==> src/rtl/nav_pkg.sv <==
// Shared constants for the semi-automatic navigation controller.
// Latency: n/a (definitions only).
// Backpressure: n/a.
package nav_pkg;

    // Sequencer state encodings, also shown on the LEDs / 7-segment display
    localparam logic [2:0] IDLE     = 3'd0;
    localparam logic [2:0] CRUISE   = 3'd1;
    localparam logic [2:0] WAIT_CMD = 3'd2;
    localparam logic [2:0] TURN     = 3'd3;
    localparam logic [2:0] SETTLE   = 3'd4;

    // Turn direction codes
    localparam logic DIR_LEFT  = 1'b0;
    localparam logic DIR_RIGHT = 1'b1;

    // Detector bit positions, matching the UART rec[3:0] order {right, left, back, front}
    localparam int DET_FRONT = 0;
    localparam int DET_BACK  = 1;
    localparam int DET_LEFT  = 2;
    localparam int DET_RIGHT = 3;

    // The car is committed to a manoeuvre in these states
    function automatic logic is_busy(input logic [2:0] st);
        return (st == TURN) || (st == SETTLE);
    endfunction

endpackage

==> src/rtl/det_filter.sv <==
// Detector conditioner: 2-flop synchroniser followed by a stability filter.
// Latency: 2 + FILT_CYCLES cycles from a raw change to the filtered output.
// Backpressure: none; free-running, resets to 1 (obstacle assumed).
module det_filter #(
    parameter int FILT_CYCLES = 1_000_000
) (
    input  logic sys_clk,
    input  logic rst,
    input  logic raw,
    output logic filt
);

    localparam int CW = $clog2(FILT_CYCLES + 1);

    logic          sync1;
    logic          sync2;
    logic [CW-1:0] cnt;

    // Bring the asynchronous detector into the sys_clk domain
    always_ff @(posedge sys_clk or negedge rst) begin
        if (!rst) begin
            sync1 <= 1'b1;
            sync2 <= 1'b1;
        end else begin
            sync1 <= raw;
            sync2 <= sync1;
        end
    end

    // Flip the filtered value only after FILT_CYCLES consecutive disagreeing samples
    always_ff @(posedge sys_clk or negedge rst) begin
        if (!rst) begin
            filt <= 1'b1;
            cnt  <= '0;
        end else if (sync2 == filt) begin
            cnt <= '0;
        end else if (cnt == CW'(FILT_CYCLES - 1)) begin
            filt <= sync2;
            cnt  <= '0;
        end else begin
            cnt <= cnt + CW'(1);
        end
    end

endmodule

==> src/rtl/semi_auto_nav.sv <==
// Semi-automatic driving sequencer: cruise, stop at junctions, turn/settle on driver request.
// Latency: commands are registered from next state, 1 cycle after the triggering input.
// Backpressure: none; requests outside WAIT_CMD or toward a blocked side are dropped.
// Build option: SEMI_AUTO_DECIDE_EN lets WAIT_CMD pick the only open move (or a U-turn) unaided.
module semi_auto_nav
    import nav_pkg::*;
#(
    parameter int TURN90_CYCLES = 90_000_000,
    parameter int SETTLE_CYCLES = 40_000_000,
    parameter int FILT_CYCLES   = 1_000_000,
    parameter int CNT_W         = 28
) (
    input  logic       sys_clk,
    input  logic       rst,
    input  logic       en,
    input  logic       det_front,
    input  logic       det_back,
    input  logic       det_left,
    input  logic       det_right,
    input  logic       fwd_req,
    input  logic       left_req,
    input  logic       right_req,
    input  logic       back_req,
    output logic       move_forward,
    output logic       turn_left,
    output logic       turn_right,
    output logic       busy,
    output logic [2:0] nav_state
);

    localparam logic [CNT_W-1:0] TURN90_LD  = CNT_W'(TURN90_CYCLES);
    localparam logic [CNT_W-1:0] TURN180_LD = CNT_W'(2 * TURN90_CYCLES);
    localparam logic [CNT_W-1:0] SETTLE_LD  = CNT_W'(SETTLE_CYCLES);

    logic [3:0]       det_raw;
    logic [3:0]       det_filt;
    logic             front_open, left_open, right_open;
    logic             unused_back;
    logic             take_fwd, take_left, take_right, take_back;
    logic [2:0]       state, next_state;
    logic [CNT_W-1:0] cnt, next_cnt;
    logic             dir, next_dir;

    assign det_raw[DET_FRONT] = det_front;
    assign det_raw[DET_BACK]  = det_back;
    assign det_raw[DET_LEFT]  = det_left;
    assign det_raw[DET_RIGHT] = det_right;

    for (genvar i = 0; i < 4; i++) begin : g_det
        det_filter #(.FILT_CYCLES(FILT_CYCLES)) u_det_filter (
            .sys_clk (sys_clk),
            .rst     (rst),
            .raw     (det_raw[i]),
            .filt    (det_filt[i])
        );
    end

    assign front_open  = ~det_filt[DET_FRONT];
    assign left_open   = ~det_filt[DET_LEFT];
    assign right_open  = ~det_filt[DET_RIGHT];
    // The rear detector is conditioned with the rest but the sequencer never consults it
    assign unused_back = det_filt[DET_BACK];

`ifdef SEMI_AUTO_DECIDE_EN
    logic [1:0] n_open;
    logic       manual;
    assign n_open     = {1'b0, front_open} + {1'b0, left_open} + {1'b0, right_open};
    assign manual     = (n_open >= 2'd2);
    assign take_fwd   = manual ? (fwd_req & front_open)  : front_open;
    assign take_left  = manual ? (left_req & left_open)  : left_open;
    assign take_right = manual ? (right_req & right_open) : right_open;
    assign take_back  = manual ? back_req : (n_open == 2'd0);
`else
    assign take_fwd   = fwd_req & front_open;
    assign take_left  = left_req & left_open;
    assign take_right = right_req & right_open;
    assign take_back  = back_req;
`endif

    // Next-state, counter and direction selection
    always_comb begin
        next_state = state;
        next_cnt   = cnt;
        next_dir   = dir;
        if (!en) begin
            next_state = IDLE;
            next_cnt   = '0;
            next_dir   = DIR_LEFT;
        end else begin
            case (state)
                IDLE:     next_state = CRUISE;
                CRUISE:   if (!front_open || left_open || right_open) next_state = WAIT_CMD;
                WAIT_CMD: begin
                    if (take_fwd) begin
                        next_state = SETTLE;
                        next_cnt   = SETTLE_LD;
                    end else if (take_left) begin
                        next_state = TURN;
                        next_cnt   = TURN90_LD;
                        next_dir   = DIR_LEFT;
                    end else if (take_right) begin
                        next_state = TURN;
                        next_cnt   = TURN90_LD;
                        next_dir   = DIR_RIGHT;
                    end else if (take_back) begin
                        next_state = TURN;
                        next_cnt   = TURN180_LD;
                        next_dir   = DIR_LEFT;
                    end
                end
                TURN: begin
                    if (cnt <= CNT_W'(1)) begin
                        next_state = SETTLE;
                        next_cnt   = SETTLE_LD;
                    end else begin
                        next_cnt = cnt - CNT_W'(1);
                    end
                end
                SETTLE: begin
                    if (cnt <= CNT_W'(1)) begin
                        next_state = CRUISE;
                        next_cnt   = '0;
                    end else begin
                        next_cnt = cnt - CNT_W'(1);
                    end
                end
                default: begin
                    next_state = IDLE;
                    next_cnt   = '0;
                end
            endcase
        end
    end

    // State plus commands registered from next state so they switch on the same edge
    always_ff @(posedge sys_clk or negedge rst) begin
        if (!rst) begin
            state        <= IDLE;
            cnt          <= '0;
            dir          <= DIR_LEFT;
            move_forward <= 1'b0;
            turn_left    <= 1'b0;
            turn_right   <= 1'b0;
            busy         <= 1'b0;
        end else begin
            state        <= next_state;
            cnt          <= next_cnt;
            dir          <= next_dir;
            move_forward <= (next_state == CRUISE) || (next_state == SETTLE);
            turn_left    <= (next_state == TURN) && (next_dir == DIR_LEFT);
            turn_right   <= (next_state == TURN) && (next_dir == DIR_RIGHT);
            busy         <= is_busy(next_state);
        end
    end

    assign nav_state = state;

endmodule

==> config.mk <==
export PLATFORM = sky130hd
export DESIGN_NAME = semi_auto_nav
export DESIGN_NICKNAME = d
export VERILOG_FILES = /design/src/rtl/nav_pkg.sv /design/src/rtl/det_filter.sv /design/src/rtl/semi_auto_nav.sv
export SDC_FILE = /design/constraint.sdc
export NUM_CORES = 1
export LEC_CHECK = 0
export ABC_AREA = 1
export ABC_CLOCK_PERIOD_IN_PS = 2400
export BUFFER_PORTS_ARGS = -buffer_cell sky130_fd_sc_hd__buf_2
export CAP_MARGIN = 30
export CORE_MARGIN = 3
export CORE_UTILIZATION = 60
export DETAILED_ROUTE_END_ITERATION = 8
export PLACE_DENSITY = 0.77
export SLEW_MARGIN = 30
export SYNTH_ARGS = -nofsm -noshare
export SYNTH_HDL_FRONTEND = slang
export SYNTH_SLANG_ARGS = --single-unit
==> constraint.sdc <==
create_clock -name sys_clk -period 2.4 [get_ports sys_clk]
set_input_delay 0 -clock sys_clk [delete_from_list [all_inputs] [get_ports sys_clk]]
set_output_delay 0 -clock sys_clk [all_outputs]
set_load 0.005 [all_outputs]
==> results of run 1 <==
-- synth_stat cells, drive strengths merged --
cell      n
clkbuf    2
buf       7
nand3    38
inv      89
o22ai     2
and3      3
a21oi    17
a22oi     1
xor2     33
mux2      1
dfstp     9
nor3b     6
a21o      1
nor4      7
nand4    26
xnor2     9
nor3     27
nor2    143
clkinv    1
nand3b    1
a31oi     7
ha        5
dfrtp    96
o21ai    39
or2       1
nand2   219
-- worst min-delay path by stage --
stage | start | slack [ns] | depth (start not counted) | to
finish | en | 0.03 | 3 | cnt[14]$_DFFE_PN0P_
CTS | en | 0.008 | 3 | cnt[14]$_DFFE_PN0P_
global placement | rst | -0.02 | 1 | cnt[11]$_DFFE_PN0P_
global route | en | 0.05 | 3 | cnt[9]$_DFFE_PN0P_
floorplan | rst | -0.30 | 0 | busy$_DFF_PN0_
detailed placement | rst | -0.01 | 1 | cnt[11]$_DFFE_PN0P_
-- state kept, by name, summed over array words and instances (netlist names) --
signal,count
nav_state,3
dir,1
cnt,28
g_det.u_det_filter.sync1,3
g_det.u_det_filter.cnt,60
move_forward,1
g_det.u_det_filter.sync2,3
turn_left,1
turn_right,1
busy,1
g_det.u_det_filter.filt,3
-- worst register-to-register path, cell delays in order, from the launching register on --
cell and delay, ns:
dfrtp_1 0.41, inv_1 0.12, ha_1 0.27, nand2_2 0.11, nor2_4 0.18, nand2_2 0.09, nand2_2 0.09, nand2_4 0.10
o21ai_2 0.22, nor2_1 0.19, nor2_2 0.21, nor2_1 0.08
-- layer usage --
metal	routed length, um	global-route usage (%)
met1	5720	33.8
met2	6020	40.1
met3	623	4.16
met4	219	7.40
met5	0	0
-- cell families after synthesis --
kind of cell	Yosys count	share of synthesized area (%)
xor+xnor	42	6.21
fa+ha+maj	5	1.06
simple gates	471	35.1
compound gates	67	6.12
flops	105	44.5
buf+inv	99	6.76
mux	1	0.190
-- stage by stage --
stage	instance area, um^2	utilization (%)	total power [mW]	hold slack (ns)
2_1_floorplan	5920	-	4.26	-0.296
3_3_place_gp	6150	65.3	4.78	-0.0182
3_5_place_dp	6150	65.3	4.84	-0.0147
4_1_cts	6410	68.1	6.04	0.00775
5_1_grt	6410	68.1	6.53	0.0478
6_report	6410	68.1	6.05	0.0267
-- final cells by class --
class                           instances  area share, %
Clock buffer                           10           1.99
Clock inverter                          6           1.41
Inverter                               90           5.29
Multi-Input combinational cell        586           45.0
Sequential cell                       105           41.2
Tap cell                              129           2.52
Timing Repair Buffer                   24           2.58
-- report_power, final --
group	switching [mW]	internal [mW]	leakage [nW]
registers	0.183	1.94	1.42
clock network	0.596	0.592	0.107
logic	1.81	0.930	1.65
total	2.59	3.46	3.17
-- what timing repair did --
action | CTS | global route
hold buffers | 4 | 0
hold endpoints to repair | 39 | 0
buffers inserted | 0 | 0
==> impl_metrics.json, run 1 <==
{
  "cts_resized": 0,
  "path_cells": "inv_1 -> ha_1 -> nand2_2 -> nor2_4 -> nand2_2 -> nand2_2 -> nand2_4 -> o21ai_2 -> nor2_1 -> nor2_2 -> nor2_1",
  "die-width_um": 105,
  "multiInputGateArea_um2": 2890,
  "irDropWorstVdd_v": 0.000474,
  "layout.cells.non_filler": 950,
  "drtIter0Drc": 336,
  "finalSetupTns_ns": 0,
  "regArea_um2": 2640,
  "postRouteAntennaNets": 0,
  "yosysUniqueCellTypes": 38,
  "vias": 5153,
  "finalWorstSetupSlack_ns": 0.223,
  "dp_hpwl_mm": 9.36,
  "crit_family": "simple AND/OR/NAND/NOR gates",
  "clkLatencyLatePin_ns": 0.37,
  "cp.arrival_ns": 2.44,
  "grt_pass1_wl_mm": 22.6,
  "synth_area_per_cell_um2": 7.50,
  "area_growth_pct": 8.15,
  "netlist.area_leader.share_pct": 40.5,
  "reg2reg_depth": 11,
  "drt-total-wl_mm": 12.6,
  "gr-usage-all-layers_pct": 24.6,
  "fillers": 785,
  "place.gp.congestion": 1.02,
  "crit-reg2reg-launch": "cnt[0]$_DFFE_PN0P_",
  "fin_nets": 832,
  "die_y_um": 105,
  "crit_fanout": 11,
  "slew_violations": 0,
  "ctsLongestPathBuffers": 2,
  "ys_ff_latch": 105,
  "cap_violations": 0,
  "crit_start": "cnt[0]$_DFFE_PN0P_",
  "numPortBuffers": 16,
  "grt_pass1_vias": 4999,
  "worst_pin_slew_ns": 0.810,
  "rsz0062_at_grt": "no",
  "io_pins": 18,
  "cts_root_buffer": "clkbuf_8",
  "antenna_found_initial": 0,
  "clock_skew_ns": 0.0102,
  "cp.depth": 11,
  "htreeDepth": 3,
  "grt_start_max_net_pins": 70,
  "start_util_pct": 62.9,
  "num_rows": 35,
  "reg2reg_slack_ns": 0.22,
  "first_pass_iters": 5,
  "antenna_cells": 0,
  "netlist_instances": 790,
  "required_ns": 2.66,
  "final_cell_mix": "nand2_1 (207), nor2_1 (134), dfrtp_1 (96)",
  "cts_tree": "yes",
  "dp.cells": 930,
  "hold_viol": 0,
  "outcome": "finished clean",
  "ys_warn_count": 0,
  "core_area_um2": 9420,
  "period_minus_slack_ns": 2.18,
  "drive_gt1_share_pct": 9.74,
  "relSlewSlack_pct": 45.8,
  "critPathSlowestCell": "dfrtp_1",
  "drc": 0,
  "layout_commonest_cell": "nand2_1",
  "routed_via_density": 5.42,
  "setup_violations": 0,
  "yosysSeqAreaShare_pct": 44.5,
  "critPathCaptureType": "register",
  "fin_crit_sh_pct": 90.7,
  "crit_top_cell": "nand2_2",
  "cpPeakStageDelay_ns": 0.41,
  "p_leak_nw": 3.17,
  "cts_made_buffers": 9,
  "pre_cts_ws_ns": 0.272,
  "syn_nets": 806,
  "syn_area_um2": 5920,
  "crit_end": "cnt[3]$_DFFE_PN0P_",
  "die-area_um2": 11100,
  "start_kind": "register",
  "synthTopCellsByArea": "dfrtp_1 (41%), nand2_1 (13%), nor2_1 (8.5%), inv_1 (5.4%), xor2_1 (4.9%)",
  "cts.clk_slew.worst_paths_ns": 0.10,
  "wire_per_inst_um": 13.2,
  "max_clock_freq_mhz": 459,
  "timing_worst_setup_path_type": "register to register",
  "grt_overflow": 0,
  "hp-class": "primary input to register",
  "rr_endpoint": "cnt[3]$_DFFE_PN0P_",
  "synth_area_leader_cell": "dfrtp_1",
  "p_per_area_nw_per_um2": 944,
  "clock_sinks": 105,
  "path_buf_inv": 1
}
(Power assumes the default switching activity.)
==> run 2: changes to the inputs <==
--- a/config.mk
+++ b/config.mk
@@ -10,9 +10,8 @@
 export BUFFER_PORTS_ARGS = -buffer_cell sky130_fd_sc_hd__buf_2
 export CAP_MARGIN = 30
 export CORE_MARGIN = 3
-export CORE_UTILIZATION = 60
+export CORE_UTILIZATION = 46
 export DETAILED_ROUTE_END_ITERATION = 8
-export PLACE_DENSITY = 0.77
 export SLEW_MARGIN = 30
 export SYNTH_ARGS = -nofsm -noshare
 export SYNTH_HDL_FRONTEND = slang
==> impl_metrics.json, run 2 (synthesized netlist as in run 1, its figures left out) <==
{
  "outcome": "finished clean",
  "numPortBuffers": 16,
  "cts_root_buffer": "clkbuf_16",
  "cts_made_buffers": 9,
  "first_pass_iters": 5,
  "slew_violations": 0,
  "top_regs": "g_det.u_det_filter.cnt x60, cnt x28",
  "fin_crit_sh_pct": 90.0,
  "htreeDepth": 3,
  "cts_resized": 0,
  "drive_gt1_share_pct": 10.1,
  "hold_ws_ns": 0.0616,
  "cap_violations": 0,
  "grt_pass1_vias": 4958,
  "clkLatencyLatePin_ns": 0.35,
  "drtIter0Drc": 257,
  "die-width_um": 119,
  "start_kind": "register",
  "start_util_pct": 48.1,
  "critPathCaptureType": "register",
  "crit_fanout": 11,
  "gr-usage-all-layers_pct": 19.9,
  "grt_start_max_net_pins": 53,
  "worst_pin_slew_ns": 0.513,
  "largest_register_ffs": 60,
  "grt_pass1_wl_mm": 23.2,
  "required_ns": 2.63,
  "rsz0062_at_grt": "no",
  "ctsLongestPathBuffers": 2,
  "wire_per_inst_um": 13.5,
  "cp.arrival_ns": 2.39,
  "reg2reg_slack_ns": 0.24,
  "irDropWorstVdd_v": 0.000410,
  "drc": 0,
  "antenna_cells": 0,
  "crit-reg2reg-launch": "cnt[0]$_DFFE_PN0P_",
  "grt_overflow": 0,
  "cts_tree": "yes",
  "hp-class": "primary input to register",
  "dp_hpwl_mm": 10.1,
  "area_growth_pct": 10.6,
  "p_per_area_nw_per_um2": 967,
  "top_register": "g_det.u_det_filter.cnt",
  "layout_commonest_cell": "nand2_1",
  "rr_endpoint": "cnt[6]$_DFFE_PN0P_",
  "max_clock_freq_mhz": 463,
  "place.gp.congestion": 0.905,
  "cts.clk_slew.worst_paths_ns": 0.07,
  "clock_sinks": 105,
  "num_rows": 40,
  "p_leak_nw": 3.23,
  "crit_start": "cnt[0]$_DFFE_PN0P_",
  "die-area_um2": 14300,
  "fin_nets": 836,
  "period_minus_slack_ns": 2.16,
  "hold_viol": 0,
  "finalSetupTns_ns": 0,
  "reg2reg_depth": 11,
  "antenna_found_initial": 0,
  "holdBufCountCts": 4,
  "die_y_um": 119,
  "postRouteAntennaNets": 0,
  "relSlewSlack_pct": 65.5,
  "post-cts-setup-buffer-count": 0,
  "routed_via_density": 5.19,
  "crit_end": "cnt[6]$_DFFE_PN0P_",
  "timing_worst_setup_path_type": "register to register",
  "setup_violations": 0,
  "core_area_um2": 12300,
  "final_cell_mix": "nand2_1 (207), nor2_1 (134), dfrtp_1 (96)",
  "drt-total-wl_mm": 13.4,
  "vias": 5156,
  "io_pins": 18,
  "clock_skew_ns": 0.00367
}
[run 2: changes by cell type in the layout (fill, tap and decap cells not counted)]
cell	before	now
clkinvlp_4	1	0
clkinv_2	2	4
clkbuf_8	9	0
clkbuf_16	0	9
bufinv_16	2	1
clkinv_4	1	0
clkbuf_1	1	2
buf_4	4	8
[run 2: final cells by class]
class,count,area [um^2]
inverter,90,339
timing repair buffer,28,195
multi-input combinational,586,2890
clock inverter,5,53.8
tap,168,210
fill,1231,5760
clock buffer,11,233
sequential,105,2640
[run 2: where the power goes]
part	switching (mW)	internal (mW)
sequential	0.174	1.94
combinational	1.83	0.948
clock	0.635	0.808
total	2.64	3.70
[run 2: per-stage QoR]
stage          utilization (%)  cell area (um^2)  setup WS [ns]  std cells  power (mW)
3_5_place_dp              50.6              6230          0.255        973        4.91
5_1_grt                   53.2              6560         0.0642        993        6.90
4_1_cts                   53.2              6560          0.241        993        6.40
6_report                  53.2              6560          0.240        993        6.34
3_3_place_gp              50.6              6230          0.336        973        4.88
2_1_floorplan                -              5920          0.714        790        4.26
[run 2: critical path, cell delays in order (launching register included)]
cell	delay, ns
dfrtp_1	0.40
inv_1	0.11
ha_1	0.26
nand2_2	0.11
nor2_4	0.18
nand2_2	0.10
nand2_2	0.09
nand2_4	0.10
o21ai_2	0.23
nor2_1	0.16
nor2_2	0.22
nor2_1	0.08
[run 2: worst min-delay path by stage]
| stage | start | to | slack, ns | depth (start not counted) |
|---|---|---|---|---|
| 2_1_floorplan | rst | busy$_DFF_PN0_ | -0.30 | 0 |
| 3_3_place_gp | rst | nav_state[2]$_DFF_PN0_ | -0.11 | 1 |
| 3_5_place_dp | rst | move_forward$_DFF_PN0_ | -0.11 | 1 |
| 4_1_cts | en | cnt[9]$_DFFE_PN0P_ | 0.05 | 3 |
| 5_1_grt | en | cnt[9]$_DFFE_PN0P_ | 0.07 | 3 |
| 6_report | en | cnt[9]$_DFFE_PN0P_ | 0.06 | 3 |
[run 2: metal layers]
metal	track usage, %	part of all wire (%)
met3	2.90	3.0
met1	26.2	47
met2	33.3	48
met4	7.59	2.0
met5	0	0
